[src/rtl/parity_stream_unit_if.sv]
// ============================================================================
//  Module      : parity_stream_unit_if
//  Description : Stream bundle for parity_stream_unit: input word handshake,
//                registered output word handshake and per-frame statistics.
//  Revision    : 1.0 - initial release
// ============================================================================
`default_nettype none

interface parity_stream_unit_if #(
  parameter int WIDTH = 8,
  parameter int CNT_W = 8
);

  // Input side (source -> unit)
  logic             in_valid;
  logic             in_ready;
  logic [WIDTH-1:0] in_data;
  logic             in_last;
  logic             mode;
  logic             in_parity;

  // Output side (unit -> sink)
  logic             out_valid;
  logic             out_ready;
  logic [WIDTH-1:0] out_data;
  logic             out_parity;
  logic             out_last;
  logic             out_err;

  // Frame statistics
  logic             frame_done;
  logic             frame_parity;
  logic [CNT_W-1:0] frame_words;
  logic [CNT_W-1:0] frame_errs;

  // Environment view: drives words in, drains words out, observes statistics
  modport master (
    output in_valid, in_data, in_last, mode, in_parity, out_ready,
    input  in_ready, out_valid, out_data, out_parity, out_last, out_err,
    input  frame_done, frame_parity, frame_words, frame_errs
  );

  // Unit view
  modport slave (
    input  in_valid, in_data, in_last, mode, in_parity, out_ready,
    output in_ready, out_valid, out_data, out_parity, out_last, out_err,
    output frame_done, frame_parity, frame_words, frame_errs
  );

endinterface

`default_nettype wire

[src/rtl/parity_stream_unit.sv]
// ============================================================================
//  Module      : parity_stream_unit
//  Description : Streaming parity generator/checker with one output register
//                stage and per-frame parity / word / error statistics.
//  Revision    : 1.0 - initial release
// ============================================================================
`default_nettype none

module parity_stream_unit #(
  parameter int WIDTH = 8,
  parameter int ODD   = 0,
  parameter int CNT_W = 8
) (
  input  logic                 clk,
  input  logic                 reset_n,
  parity_stream_unit_if.slave  bus
);

  localparam logic             c_ODD     = (ODD != 0);
  localparam logic [CNT_W-1:0] c_CNT_MAX = {CNT_W{1'b1}};
  localparam logic [CNT_W-1:0] c_CNT_ONE = CNT_W'(1);

  // Counter increment that sticks at the all-ones value
  function automatic logic [CNT_W-1:0] sat_inc(input logic [CNT_W-1:0] val,
                                               input logic             inc);
    if (inc && (val != c_CNT_MAX)) begin
      return val + c_CNT_ONE;
    end
    return val;
  endfunction

  // --------------------------------------------------------------------------
  // Registered state
  // --------------------------------------------------------------------------
  logic             r_out_valid;
  logic [WIDTH-1:0] r_out_data;
  logic             r_out_parity;
  logic             r_out_last;
  logic             r_out_err;

  logic             r_acc_par;
  logic [CNT_W-1:0] r_acc_words;
  logic [CNT_W-1:0] r_acc_errs;

  logic             r_frame_done;
  logic             r_frame_parity;
  logic [CNT_W-1:0] r_frame_words;
  logic [CNT_W-1:0] r_frame_errs;

  // --------------------------------------------------------------------------
  // Combinational datapath
  // --------------------------------------------------------------------------
  logic             w_in_ready;
  logic             w_accept;
  logic             w_raw_par;     // plain XOR of the word, no sense applied
  logic             w_word_par;    // word parity with the configured sense
  logic             w_word_err;
  logic             w_acc_par_nxt;
  logic [CNT_W-1:0] w_words_nxt;
  logic [CNT_W-1:0] w_errs_nxt;

  // The single output slot can take a word when empty or when it drains now
  assign w_in_ready    = !r_out_valid || bus.out_ready;
  assign w_accept      = bus.in_valid && w_in_ready;

  assign w_raw_par     = ^bus.in_data;
  assign w_word_par    = w_raw_par ^ c_ODD;
  // Received parity only matters in check mode
  assign w_word_err    = bus.mode && (w_word_par != bus.in_parity);

  // Accumulator values including the word being accepted this cycle; these
  // feed both the running accumulators and the frame-close registers
  assign w_acc_par_nxt = r_acc_par ^ w_raw_par;
  assign w_words_nxt   = sat_inc(r_acc_words, 1'b1);
  assign w_errs_nxt    = sat_inc(r_acc_errs, w_word_err);

  // Output slot: load on accept, empty on drain, otherwise hold every field
  always_ff @(posedge clk or negedge reset_n) begin
    if (!reset_n) begin
      r_out_valid  <= 1'b0;
      r_out_data   <= '0;
      r_out_parity <= 1'b0;
      r_out_last   <= 1'b0;
      r_out_err    <= 1'b0;
    end else if (w_accept) begin
      r_out_valid  <= 1'b1;
      r_out_data   <= bus.in_data;
      r_out_parity <= w_word_par;
      r_out_last   <= bus.in_last;
      r_out_err    <= w_word_err;
    end else if (bus.out_ready) begin
      r_out_valid  <= 1'b0;
    end
  end

  // Running frame accumulators; a closing word restarts them from zero
  always_ff @(posedge clk or negedge reset_n) begin
    if (!reset_n) begin
      r_acc_par   <= 1'b0;
      r_acc_words <= '0;
      r_acc_errs  <= '0;
    end else if (w_accept) begin
      if (bus.in_last) begin
        r_acc_par   <= 1'b0;
        r_acc_words <= '0;
        r_acc_errs  <= '0;
      end else begin
        r_acc_par   <= w_acc_par_nxt;
        r_acc_words <= w_words_nxt;
        r_acc_errs  <= w_errs_nxt;
      end
    end
  end

  // Frame-close capture: one-cycle done pulse, statistics held until next close
  always_ff @(posedge clk or negedge reset_n) begin
    if (!reset_n) begin
      r_frame_done   <= 1'b0;
      r_frame_parity <= 1'b0;
      r_frame_words  <= '0;
      r_frame_errs   <= '0;
    end else begin
      r_frame_done <= w_accept && bus.in_last;
      if (w_accept && bus.in_last) begin
        r_frame_parity <= w_acc_par_nxt ^ c_ODD;
        r_frame_words  <= w_words_nxt;
        r_frame_errs   <= w_errs_nxt;
      end
    end
  end

  // --------------------------------------------------------------------------
  // Port drive
  // --------------------------------------------------------------------------
  assign bus.in_ready     = w_in_ready;
  assign bus.out_valid    = r_out_valid;
  assign bus.out_data     = r_out_data;
  assign bus.out_parity   = r_out_parity;
  assign bus.out_last     = r_out_last;
  assign bus.out_err      = r_out_err;
  assign bus.frame_done   = r_frame_done;
  assign bus.frame_parity = r_frame_parity;
  assign bus.frame_words  = r_frame_words;
  assign bus.frame_errs   = r_frame_errs;

endmodule

`default_nettype wire

[src/flat_wrapper.sv]
// flat-port wrapper written by rule: the top's interface ports become plain ports
module parity_stream_unit_flat 
#(
  parameter int WIDTH = 8,
  parameter int ODD   = 0,
  parameter int CNT_W = 8
)
  (clk, reset_n, bus_in_valid, bus_in_data, bus_in_last, bus_mode, bus_in_parity, bus_out_ready, bus_in_ready, bus_out_valid, bus_out_data, bus_out_parity, bus_out_last, bus_out_err, bus_frame_done, bus_frame_parity, bus_frame_words, bus_frame_errs);
  parity_stream_unit_if #(.WIDTH(WIDTH), .CNT_W(CNT_W)) bus_i ();
  input  logic clk;
  input  logic reset_n;
  input wire logic [$bits(bus_i.in_valid)-1:0] bus_in_valid;
  input wire logic [$bits(bus_i.in_data)-1:0] bus_in_data;
  input wire logic [$bits(bus_i.in_last)-1:0] bus_in_last;
  input wire logic [$bits(bus_i.mode)-1:0] bus_mode;
  input wire logic [$bits(bus_i.in_parity)-1:0] bus_in_parity;
  input wire logic [$bits(bus_i.out_ready)-1:0] bus_out_ready;
  output wire logic [$bits(bus_i.in_ready)-1:0] bus_in_ready;
  output wire logic [$bits(bus_i.out_valid)-1:0] bus_out_valid;
  output wire logic [$bits(bus_i.out_data)-1:0] bus_out_data;
  output wire logic [$bits(bus_i.out_parity)-1:0] bus_out_parity;
  output wire logic [$bits(bus_i.out_last)-1:0] bus_out_last;
  output wire logic [$bits(bus_i.out_err)-1:0] bus_out_err;
  output wire logic [$bits(bus_i.frame_done)-1:0] bus_frame_done;
  output wire logic [$bits(bus_i.frame_parity)-1:0] bus_frame_parity;
  output wire logic [$bits(bus_i.frame_words)-1:0] bus_frame_words;
  output wire logic [$bits(bus_i.frame_errs)-1:0] bus_frame_errs;
  assign bus_i.in_valid = bus_in_valid;
  assign bus_i.in_data = bus_in_data;
  assign bus_i.in_last = bus_in_last;
  assign bus_i.mode = bus_mode;
  assign bus_i.in_parity = bus_in_parity;
  assign bus_i.out_ready = bus_out_ready;
  assign bus_in_ready = bus_i.in_ready;
  assign bus_out_valid = bus_i.out_valid;
  assign bus_out_data = bus_i.out_data;
  assign bus_out_parity = bus_i.out_parity;
  assign bus_out_last = bus_i.out_last;
  assign bus_out_err = bus_i.out_err;
  assign bus_frame_done = bus_i.frame_done;
  assign bus_frame_parity = bus_i.frame_parity;
  assign bus_frame_words = bus_i.frame_words;
  assign bus_frame_errs = bus_i.frame_errs;
  parity_stream_unit #(.WIDTH(WIDTH), .ODD(ODD), .CNT_W(CNT_W)) u_core (.clk(clk), .reset_n(reset_n), .bus(bus_i));
endmodule
[config.mk]
export PLATFORM = sky130hd
export DESIGN_NAME = parity_stream_unit_flat
export DESIGN_NICKNAME = d
export VERILOG_FILES = /design/src/rtl/parity_stream_unit_if.sv /design/src/rtl/parity_stream_unit.sv /design/src/flat_wrapper.sv
export SDC_FILE = /design/constraint.sdc
export NUM_CORES = 1
export LEC_CHECK = 0
export BUFFER_PORTS_ARGS = -buffer_cell sky130_fd_sc_hd__buf_2
export CORE_UTILIZATION = 30
export DETAILED_ROUTE_END_ITERATION = 12
export PLACE_DENSITY_LB_ADDON = 0.15
export SLEW_MARGIN = 20
export SYNTH_ARGS = -nofsm -noshare
export SYNTH_HDL_FRONTEND = slang
export SYNTH_SLANG_ARGS = --single-unit
[constraint.sdc]
create_clock -name clk -period 2.2 [get_ports clk]
set_input_delay 0.44 -clock clk [delete_from_list [all_inputs] [get_ports clk]]
set_output_delay 0.44 -clock clk [all_outputs]
set_load 0.05 [all_outputs]
### Yosys cells after proc, flatten, opt, wreduce, memory -nomap -nowiden

Cells that the tools add are included.
Widths: inputs -> output; s select.

* register bits after elaboration: 47
* bits of input ports: 15
* output and inout port bits: 31
* logic and storage cells: 37

* $add $sub $neg: 2
* equal/unequal tests: 3
* multiplexer cells: 11
* bitwise operators: 1
* reductions and logical operators: 8

Operator list (count)
* $mux 8: 6
* $add 8x1->8 const B: 2
* $ne 8x8->1 const B: 2
* $reduce_xor 8->1: 1
* $mux 1: 5
* $logic_and 1x1->1: 4
* $reduce_bool 2->1: 1
* $logic_not 1->1: 1
* $logic_or 1x1->1: 1
* $ne 1x1->1: 1
* $xor 1x1->1: 1

### Logic depth before layout (Yosys ltp)

Gate-level depths: netlist of the first run.

* depth after elaboration: 7
* mapped depth: 8
* gate-level depth less buffers: 6

### Worst setup path after synthesis of the first run

No wires, ideal clock.

* kind: register to register
* from: register u_core.r_out_valid, in the netlist u_core.bus.out_valid
* to: register u_core.r_frame_words[3], in the netlist u_core.bus.frame_words[3]
* setup time: 0.136 ns
* arrival: 2.242 ns
* data required time: 2.064 ns
* setup slack: -0.179 ns
* stages on the path, launching flop included: 8
* path buffers: 3
* period minus slack after synthesis: 2.379 ns
* path through: dfrtp_1 > nand2b_1 > and2_1 > clkbuf_1 > nand2_1 > clkbuf_1 > buf_1 > o21ai_0

* cells in the longest elaborated chain, start to end: 4

RTL lines
* start: declaration: RTL line parity_stream_unit.sv:35 `logic r_out_valid;`
* start signal: assignment: RTL line parity_stream_unit.sv:80 `r_out_valid <= 1'b0;`
* start signal: assignment: RTL line parity_stream_unit.sv:86 `r_out_valid <= 1'b1;`
* start signal: assignment: RTL line parity_stream_unit.sv:92 `r_out_valid <= 1'b0;`
* $logic_not 1->1: RTL line parity_stream_unit.sv:63 `assign w_in_ready = !r_out_valid || bus.out_ready;`
* $logic_or 1x1->1: RTL line parity_stream_unit.sv:63
* via bus_in_ready: RTL line flat_wrapper.sv:18 `output wire logic [$bits(bus_i.in_ready)-1:0] bus_in_ready;`
* $logic_and 1x1->1: RTL line parity_stream_unit.sv:64 `assign w_accept = bus.in_valid && w_in_ready;`
* $logic_and 1x1->1: RTL line parity_stream_unit.sv:124 `if (w_accept && bus.in_last) begin`
* end signal: assignment: RTL line parity_stream_unit.sv:126 `r_frame_words <= w_words_nxt;`
* end: declaration: RTL line parity_stream_unit.sv:47 `logic [CNT_W-1:0] r_frame_words;`

The timed path passes the listed nets, and every way through them passes these cells.
A chain may end at the register's enable or synchronous reset.

### Worst setup path after layout of the first run

* from: register u_core.r_acc_errs[0]
* to: register u_core.r_acc_errs[0]

* cells in the longest elaborated chain, start to end: 5
* elaborated cells on any way between the ends: 7
* classes of those cells: add/sub (1); eq/ne (1); mux (4); reduce/logical (1)

RTL lines
* start: declaration: RTL line parity_stream_unit.sv:43 `logic [CNT_W-1:0] r_acc_errs;`
* start signal: assignment: RTL line parity_stream_unit.sv:110 `r_acc_errs <= w_errs_nxt;`
* branches (longest 3 deep; another with $add 8x1->8)
* $mux 8 (*): RTL line parity_stream_unit.sv:29 `return val;`
* $mux 8 (*): RTL line parity_stream_unit.sv:103 `if (bus.in_last) begin`

Every way passes the cells marked *. The select of a mux whose other input is x is not followed.

==> results of run 1 <==
[kinds of logic after synthesis]
logic type      share of synthesized area
flops                              0.4858
compound gates                     0.1587
xor+xnor                          0.06770
simple gates                       0.2227
buf+inv                           0.04186
mux                               0.01292
fa+ha+maj                         0.01033
[layer usage]
metal,vias up,part of all wire
li1,1037,-
met1,994,0.52
met2,39,0.44
met3,4,0.034
met4,0,0.012
met5,-,0
[cell usage in the layout (no fill, tap or decap), types with 2 or more instances in the layout]
master    instances
or2_2             2
o21ai_0          17
a41oi_1           2
xnor2_1          10
ha_1              2
mux2i_1           2
nor3_1            4
dfrtp_1          47
or4_1             3
buf_4            17
buf_2            45
clkbuf_8          5
and4_1            2
a31oi_1          14
nand4_1           6
and3_1            5
a21oi_1          10
nand2_1          56
nor2b_1           2
o311ai_0          3
nor2_1           16
and2_1            2
inv_1             5
or3_2             2
o31ai_1           7
nand3_1           9
[registers in the layout, indices dropped and copies added (netlist names), 8 cells and up]
name	count
u_core.bus.frame_errs	8
u_core.bus.frame_words	8
u_core.bus.out_data	8
u_core.r_acc_errs	8
u_core.r_acc_words	8
[worst max-delay path: cells and delay by family (launching register included)]
family | cells | cell delay, ns
buffers and inverters | 1 | 0.17
DFF | 1 | 0.44
AOI/OAI and AO/OA | 3 | 0.82
adders and majority gates | 1 | 0.34
and+or+nand+nor | 1 | 0.14
[power by group through the flow]
stage / sequential, mW / clock (mW) / combinational [mW]
4_1_cts: 1.18 / 0.574 / 1.15
2_1_floorplan: 1.54 / 0 / 0.472
6_report: 1.18 / 0.542 / 1.14
3_5_place_dp: 1.20 / 0 / 1.14
3_3_place_gp: 1.19 / 0 / 1.14
5_1_grt: 1.20 / 0.598 / 1.23
[path summary, 6_finish.rpt]
path	slack, ns	depth (start not counted)	start	endpoint
worst max register to register	0.21	6	u_core.r_acc_errs[0]$_DFFE_PN0P_	u_core.r_acc_errs[0]$_DFFE_PN0P_
worst max-delay path	0.21	6	u_core.r_acc_errs[0]$_DFFE_PN0P_	u_core.r_acc_errs[0]$_DFFE_PN0P_
min in group clk	0.34	2	bus_in_valid	u_core.bus.out_valid$_DFFE_PN0P_
max in group asynchronous	1.58	2	reset_n	u_core.bus.frame_errs[2]$_DFFE_PN0P_
worst min register to register	0.48	2	u_core.bus.out_data[3]$_DFFE_PN0P_	u_core.bus.out_data[3]$_DFFE_PN0P_
worst min-delay path	0.1	1	reset_n	u_core.bus.out_data[7]$_DFFE_PN0P_
[final cells by class]
type | count | area (um2) | area share
Sequential cell | 47 | 1176 | 0.4014
Multi-Input combinational cell | 194 | 1146 | 0.3911
Timing Repair Buffer | 63 | 372.9 | 0.1272
Tap cell | 102 | 127.6 | 0.04355
Clock buffer | 6 | 72.57 | 0.02477
Inverter | 5 | 18.77 | 0.006405
Clock inverter | 2 | 16.27 | 0.005551
[stage by stage]
stage / util / TNS (ns)
detailed placement: 0.3658 / -0.2407
CTS: 0.3773 / 0
finish: 0.3773 / 0
floorplan: - / 0
global route: 0.3773 / 0
global placement: 0.3658 / -0.1895
==> results.sh, run 1 <==
export IMPL_run_status="finished, final reports clean"
export IMPL_cts_root_to_sink_buffers=2
export IMPL_period_needed_ns=1.986
export IMPL_post_synth_instance_area_mm2=0.002421
export IMPL_detailedPlacementHpwl_um=4135
export IMPL_die_w_um=91.84
export IMPL_port_buffer_count=45
export IMPL_dr_first_iter_drc_count=126
export IMPL_vdd_ir_drop_max_uv=351.9
export IMPL_gpl_final_weighted_congestion=0.7665
export IMPL_power_per_cell_area_mw_per_mm2=975.0
export IMPL_wl_per_cell_um=13.92
export IMPL_cell_internal_pwr_mw=1.631
export IMPL_achievable_frequency_ghz=0.5035
export IMPL_placementRows=32
export IMPL_critPathArrivalTime_ns=2.21
export IMPL_ctsRootBufferMaster="clkbuf_8"
export IMPL_stdcell_count=419
export IMPL_p_leak_nw=1.392
export IMPL_groute_layer_met1_usage=0.2009
export IMPL_layout_drive_gt1_share=0.2555
export IMPL_antenna_found_initial=0
export IMPL_largest_net_degree_at_the_start_of_global_routing=28
export IMPL_firstDrtPassIters=4
export IMPL_finalPower_mw=2.857
export IMPL_core_mm2=0.007767
export IMPL_post_synth_top_area_cell="dfrtp_1"
export IMPL_pin_count=46
export IMPL_synth_sequential_area_ratio=0.4858
export IMPL_clock_network_latency_to_the_later_pin_of_the_worst_skew_pair_ns=0.30
export IMPL_worst_hold_slack_ns=0.09522
export IMPL_post_synth_top_cells="nand2_1, dfrtp_1, o21ai_0"
export IMPL_number_of_global_route_vias_before_repair=1986
export IMPL_timing_critical_path_required_ns=2.42
export IMPL_die_h_um=91.84
export IMPL_numPlacedInstances=411
export IMPL_diodes=0
export IMPL_via_per_inst=4.950
export IMPL_synth_warnings=0
export IMPL_drc=0
export IMPL_dpl_instance_area_mm2=0.002841
export IMPL_hold_buffer_count_at_cts=0
export IMPL_finalNetCount=333
export IMPL_tritoncts="built"
export IMPL_synth_most_common_cell="nand2_1"
export IMPL_wl_um=5833
export IMPL_comb_power_share=0.398
export IMPL_design_area_mm2=0.002930
export IMPL_timing_max_slew_rel_slack=0.6600
export IMPL_crit_path_frequent_cell="o21ai_0"
export IMPL_initial_utilization=0.3117
export IMPL_critical_path_startpoint_type="register"
export IMPL_hold_path_class="in -> async"
export IMPL_critical_path_class="reg -> reg"
export IMPL_critical_path_slowest_cell="dfrtp_1"
export IMPL_clk_pin_slew_worst_paths_ns=0.09
export IMPL_via_count=2074
export IMPL_total_switching_power_mw=1.226
export IMPL_setup_viol=0
export IMPL_met3_usage_grt=0.03068
export IMPL_yosys_register_bits=47
export IMPL_worst_path_largest_cell_delay_ns=0.44
export IMPL_power_share_sequential=0.413
export IMPL_globalRouteMet2Util=0.2274
export IMPL_global_route_peak_usage_layer="met2"
export IMPL_synth_distinct_cells=46
export IMPL_post_synth_cell_area_avg_um2=9.241
export IMPL_route_antenna_remaining_nets=0
export IMPL_power_clock_fraction=0.190
export IMPL_timing_final_crit_share=0.9027
export IMPL_layout_setup_ws_ns=0.2141
export IMPL_synth_top_cells_by_area="dfrtp_1, nand2_1, a31oi_1"
export IMPL_cts_buffers=5
export IMPL_clock_tree_htree_level_count=2
export IMPL_peak_fanout_along_the_critical_path=7
export IMPL_path_cells="ha_1 -> nand3_1 -> buf_4 -> o21ai_0 -> o21ai_0 -> a31oi_1"
export IMPL_timing_hold_violations_final=0
export IMPL_first_pass_grt_wire_length_um=9722
export IMPL_skew_ns=0.01093
export IMPL_gr_total_overflow=0
export IMPL_tritoncts_num_sinks=47
export IMPL_post_synth_inst_count=262
export IMPL_dominantRegCellSynth="dfrtp_1"
export IMPL_switching_share_of_power=0.4291
export IMPL_flow_area_growth_from_synthesis_pct=21.03
export IMPL_final_fill_count=832
export IMPL_grt_usage=0.1459
export IMPL_async_reset_ff_frac=1.000
export IMPL_cts_setup_buffers=0
export IMPL_grt_setup_unrepaired="false"
export IMPL_dp_worst_setup_slack_ns=-0.08295
export IMPL_design_die_area_mm2=0.008434
export IMPL_synth_top_cell_area_share=0.4858
export IMPL_synth_edf_count=0
export IMPL_ctsResizeCount=0
export IMPL_cp_end_kind="register"
export IMPL_finalMaxSlewViolations=0
export IMPL_max_cap_violations=0
export IMPL_transition_time_at_the_pin_with_the_least_slew_margin_ns=0.5101
export IMPL_synth_nets=279
Note: power is estimated with default switching activity, not from simulation.
==> run 2, diff against run 1 <==
--- a/config.mk
+++ b/config.mk
@@ -6,7 +6,7 @@
 export NUM_CORES = 1
 export LEC_CHECK = 0
 export BUFFER_PORTS_ARGS = -buffer_cell sky130_fd_sc_hd__buf_2
-export CORE_UTILIZATION = 30
+export CORE_UTILIZATION = 55
 export DETAILED_ROUTE_END_ITERATION = 12
 export PLACE_DENSITY_LB_ADDON = 0.15
 export SLEW_MARGIN = 20
==> run 2 against run 1 <==
Effect of this change:
- first-iteration DRC count down 2.4%
- combinational power barely moved
- sequential power barely moved
- fmax rose by 0.28%
- power is 6.6% higher
- critical path depth is the same
- clock skew is 0.0069 ns lower
- die area is 45% lower
- largest cell class unchanged
==> results.sh, run 2 (synthesis results as in run 1) <==
export IMPL_layout_setup_ws_ns=0.2196
export IMPL_core_mm2=0.004115
export IMPL_period_needed_ns=1.980
export IMPL_antenna_found_initial=0
export IMPL_critical_path_top_delay_family="XOR/XNOR gates"
export IMPL_final_common_cell="nand2_1"
export IMPL_ctsRootBufferMaster="clkbuf_8"
export IMPL_worst_path_largest_cell_delay_ns=0.51
export IMPL_design_die_area_mm2=0.004671
export IMPL_stdcell_count=363
export IMPL_pin_count=46
export IMPL_transition_time_at_the_pin_with_the_least_slew_margin_ns=0.5857
export IMPL_numPlacedInstances=355
export IMPL_flow_area_growth_from_synthesis_pct=18.40
export IMPL_grt_setup_unrepaired="false"
export IMPL_tritoncts_num_sinks=47
export IMPL_wl_per_cell_um=14.85
export IMPL_route_antenna_remaining_nets=0
export IMPL_critical_path_class="in -> reg"
export IMPL_die_w_um=68.35
export IMPL_clock_network_latency_to_the_later_pin_of_the_worst_skew_pair_ns=0.30
export IMPL_initial_utilization=0.5883
export IMPL_hold_buffer_count_at_cts=0
export IMPL_critical_path_startpoint_type="input pin"
export IMPL_port_buffer_count=45
export IMPL_post_route_util=0.6966
export IMPL_vdd_ir_drop_max_uv=548.7
export IMPL_gr_total_overflow=0
export IMPL_clock_tree_htree_level_count=2
export IMPL_cp_end_kind="register"
export IMPL_max_cap_violations=0
export IMPL_cts_setup_buffers=0
export IMPL_largest_net_degree_at_the_start_of_global_routing=48
export IMPL_flop2flop_setup_slack_ns=0.27
export IMPL_hold_path_class="in -> async"
export IMPL_clk_pin_slew_worst_paths_ns=0.09
export IMPL_dp_worst_setup_slack_ns=-0.09753
export IMPL_regToRegStartpoint="u_core.r_acc_errs[0]$_DFFE_PN0P_"
export IMPL_path_cells="buf_2 -> xnor2_1 -> xnor2_2 -> xnor3_2 -> o311a_2 -> a211o_1"
export IMPL_tritoncts="built"
export IMPL_highest_count_cells_in_the_layout_ignoring_fill_and_taps="nand2_1, dfrtp_1, buf_2, o21ai_0, nor2_1"
export IMPL_via_per_inst=5.736
export IMPL_finalMaxSlewViolations=0
export IMPL_r2r_worst_path_cells=5
export IMPL_diodes=0
export IMPL_die_h_um=68.35
export IMPL_dr_first_iter_drc_count=123
export IMPL_firstDrtPassIters=4
export IMPL_placementRows=23
export IMPL_number_of_global_route_vias_before_repair=1993
export IMPL_finalPower_mw=3.047
export IMPL_p_leak_nw=1.392
export IMPL_skew_ns=0.004013
export IMPL_critPathArrivalTime_ns=2.17
export IMPL_ctsResizeCount=0
export IMPL_timing_critical_path_required_ns=2.39
export IMPL_timing_max_slew_rel_slack=0.6095
export IMPL_gpl_final_weighted_congestion=0.8683
export IMPL_worst_hold_slack_ns=0.2221
export IMPL_worst_path_stages=6
export IMPL_peak_fanout_along_the_critical_path=17
export IMPL_cts_root_to_sink_buffers=2
export IMPL_run_status="finished, final reports clean"
export IMPL_setup_viol=0
export IMPL_detailedPlacementHpwl_um=3745
export IMPL_finalNetCount=329
export IMPL_layout_drive_gt1_share=0.2460
export IMPL_achievable_frequency_ghz=0.5050
export IMPL_destination_of_the_worst_register_to_register_timing_path="u_core.bus.frame_errs[5]$_DFFE_PN0P_"
export IMPL_via_count=2082
export IMPL_cts_buffers=5
export IMPL_timing_final_crit_share=0.9002
export IMPL_drc=0
export IMPL_grt_usage=0.2613
export IMPL_timing_hold_violations_final=0
export IMPL_first_pass_grt_wire_length_um=8818
export IMPL_critical_path_slowest_cell="xnor3_2"
export IMPL_power_per_cell_area_mw_per_mm2=1063
export IMPL_cp_buffers_inverters=1
export IMPL_wl_um=5389
[run 2: changes by cell type in the layout (fill, tap and decap cells not counted)]
cell / change
clkinvlp_4: -1
inv_6: -1
bufinv_16: +2
buf_12: -1
buf_4: -3
[run 2: worst max path at each step]
stage                                          start                                    end  slack (ns)
floorplan           u_core.bus.out_valid$_DFFE_PN0P_  u_core.bus.frame_words[3]$_DFFE_PN0P_       0.009
global placement                      bus_in_data[3]       u_core.r_acc_errs[7]$_DFFE_PN0P_       -0.07
detailed placement                    bus_in_data[1]       u_core.r_acc_errs[7]$_DFFE_PN0P_        -0.1
CTS                                   bus_in_data[1]       u_core.r_acc_errs[7]$_DFFE_PN0P_        0.23
global route        u_core.r_acc_errs[0]$_DFFE_PN0P_       u_core.r_acc_errs[3]$_DFFE_PN0P_        0.14
finish                                bus_in_data[3]       u_core.r_acc_errs[7]$_DFFE_PN0P_        0.22
[run 2: metal layers]
metal | track usage | vias to the layer above | wire length, um
met5 | 0 | - | 0
met4 | 0.1432 | 0 | 48
met3 | 0.03667 | 5 | 179
met2 | 0.4449 | 55 | 2724
met1 | 0.3156 | 985 | 2436
li1 | - | 1037 | -
[run 2: cell type report]
class | instances | area (um2)
Fill cell | 338 | 1249
Sequential cell | 47 | 1176
Multi-Input combinational cell | 194 | 1146
Timing Repair Buffer | 59 | 330.3
Clock buffer | 6 | 72.57
Tap cell | 50 | 62.56
Clock inverter | 2 | 60.06
Inverter | 5 | 18.77
[run 2: stage by stage]
| step | setup TNS [ns] | area [um2] |
|---|---|---|
| final | 0 | 2867 |
| after global routing | 0 | 2867 |
| after CTS | 0 | 2867 |
| after detailed placement | -0.2570 | 2734 |
| after global placement | -0.1019 | 2734 |
| after floorplan | 0 | 2424 |
[run 2: where the power goes]
group          leakage [nW]  internal (mW)  total, mW  switching [mW]
Clock                0.0654          0.454      0.746           0.292
Combinational         0.729          0.355       1.13           0.771
Sequential            0.598           1.03       1.17           0.142
Total                  1.39           1.84       3.05            1.20
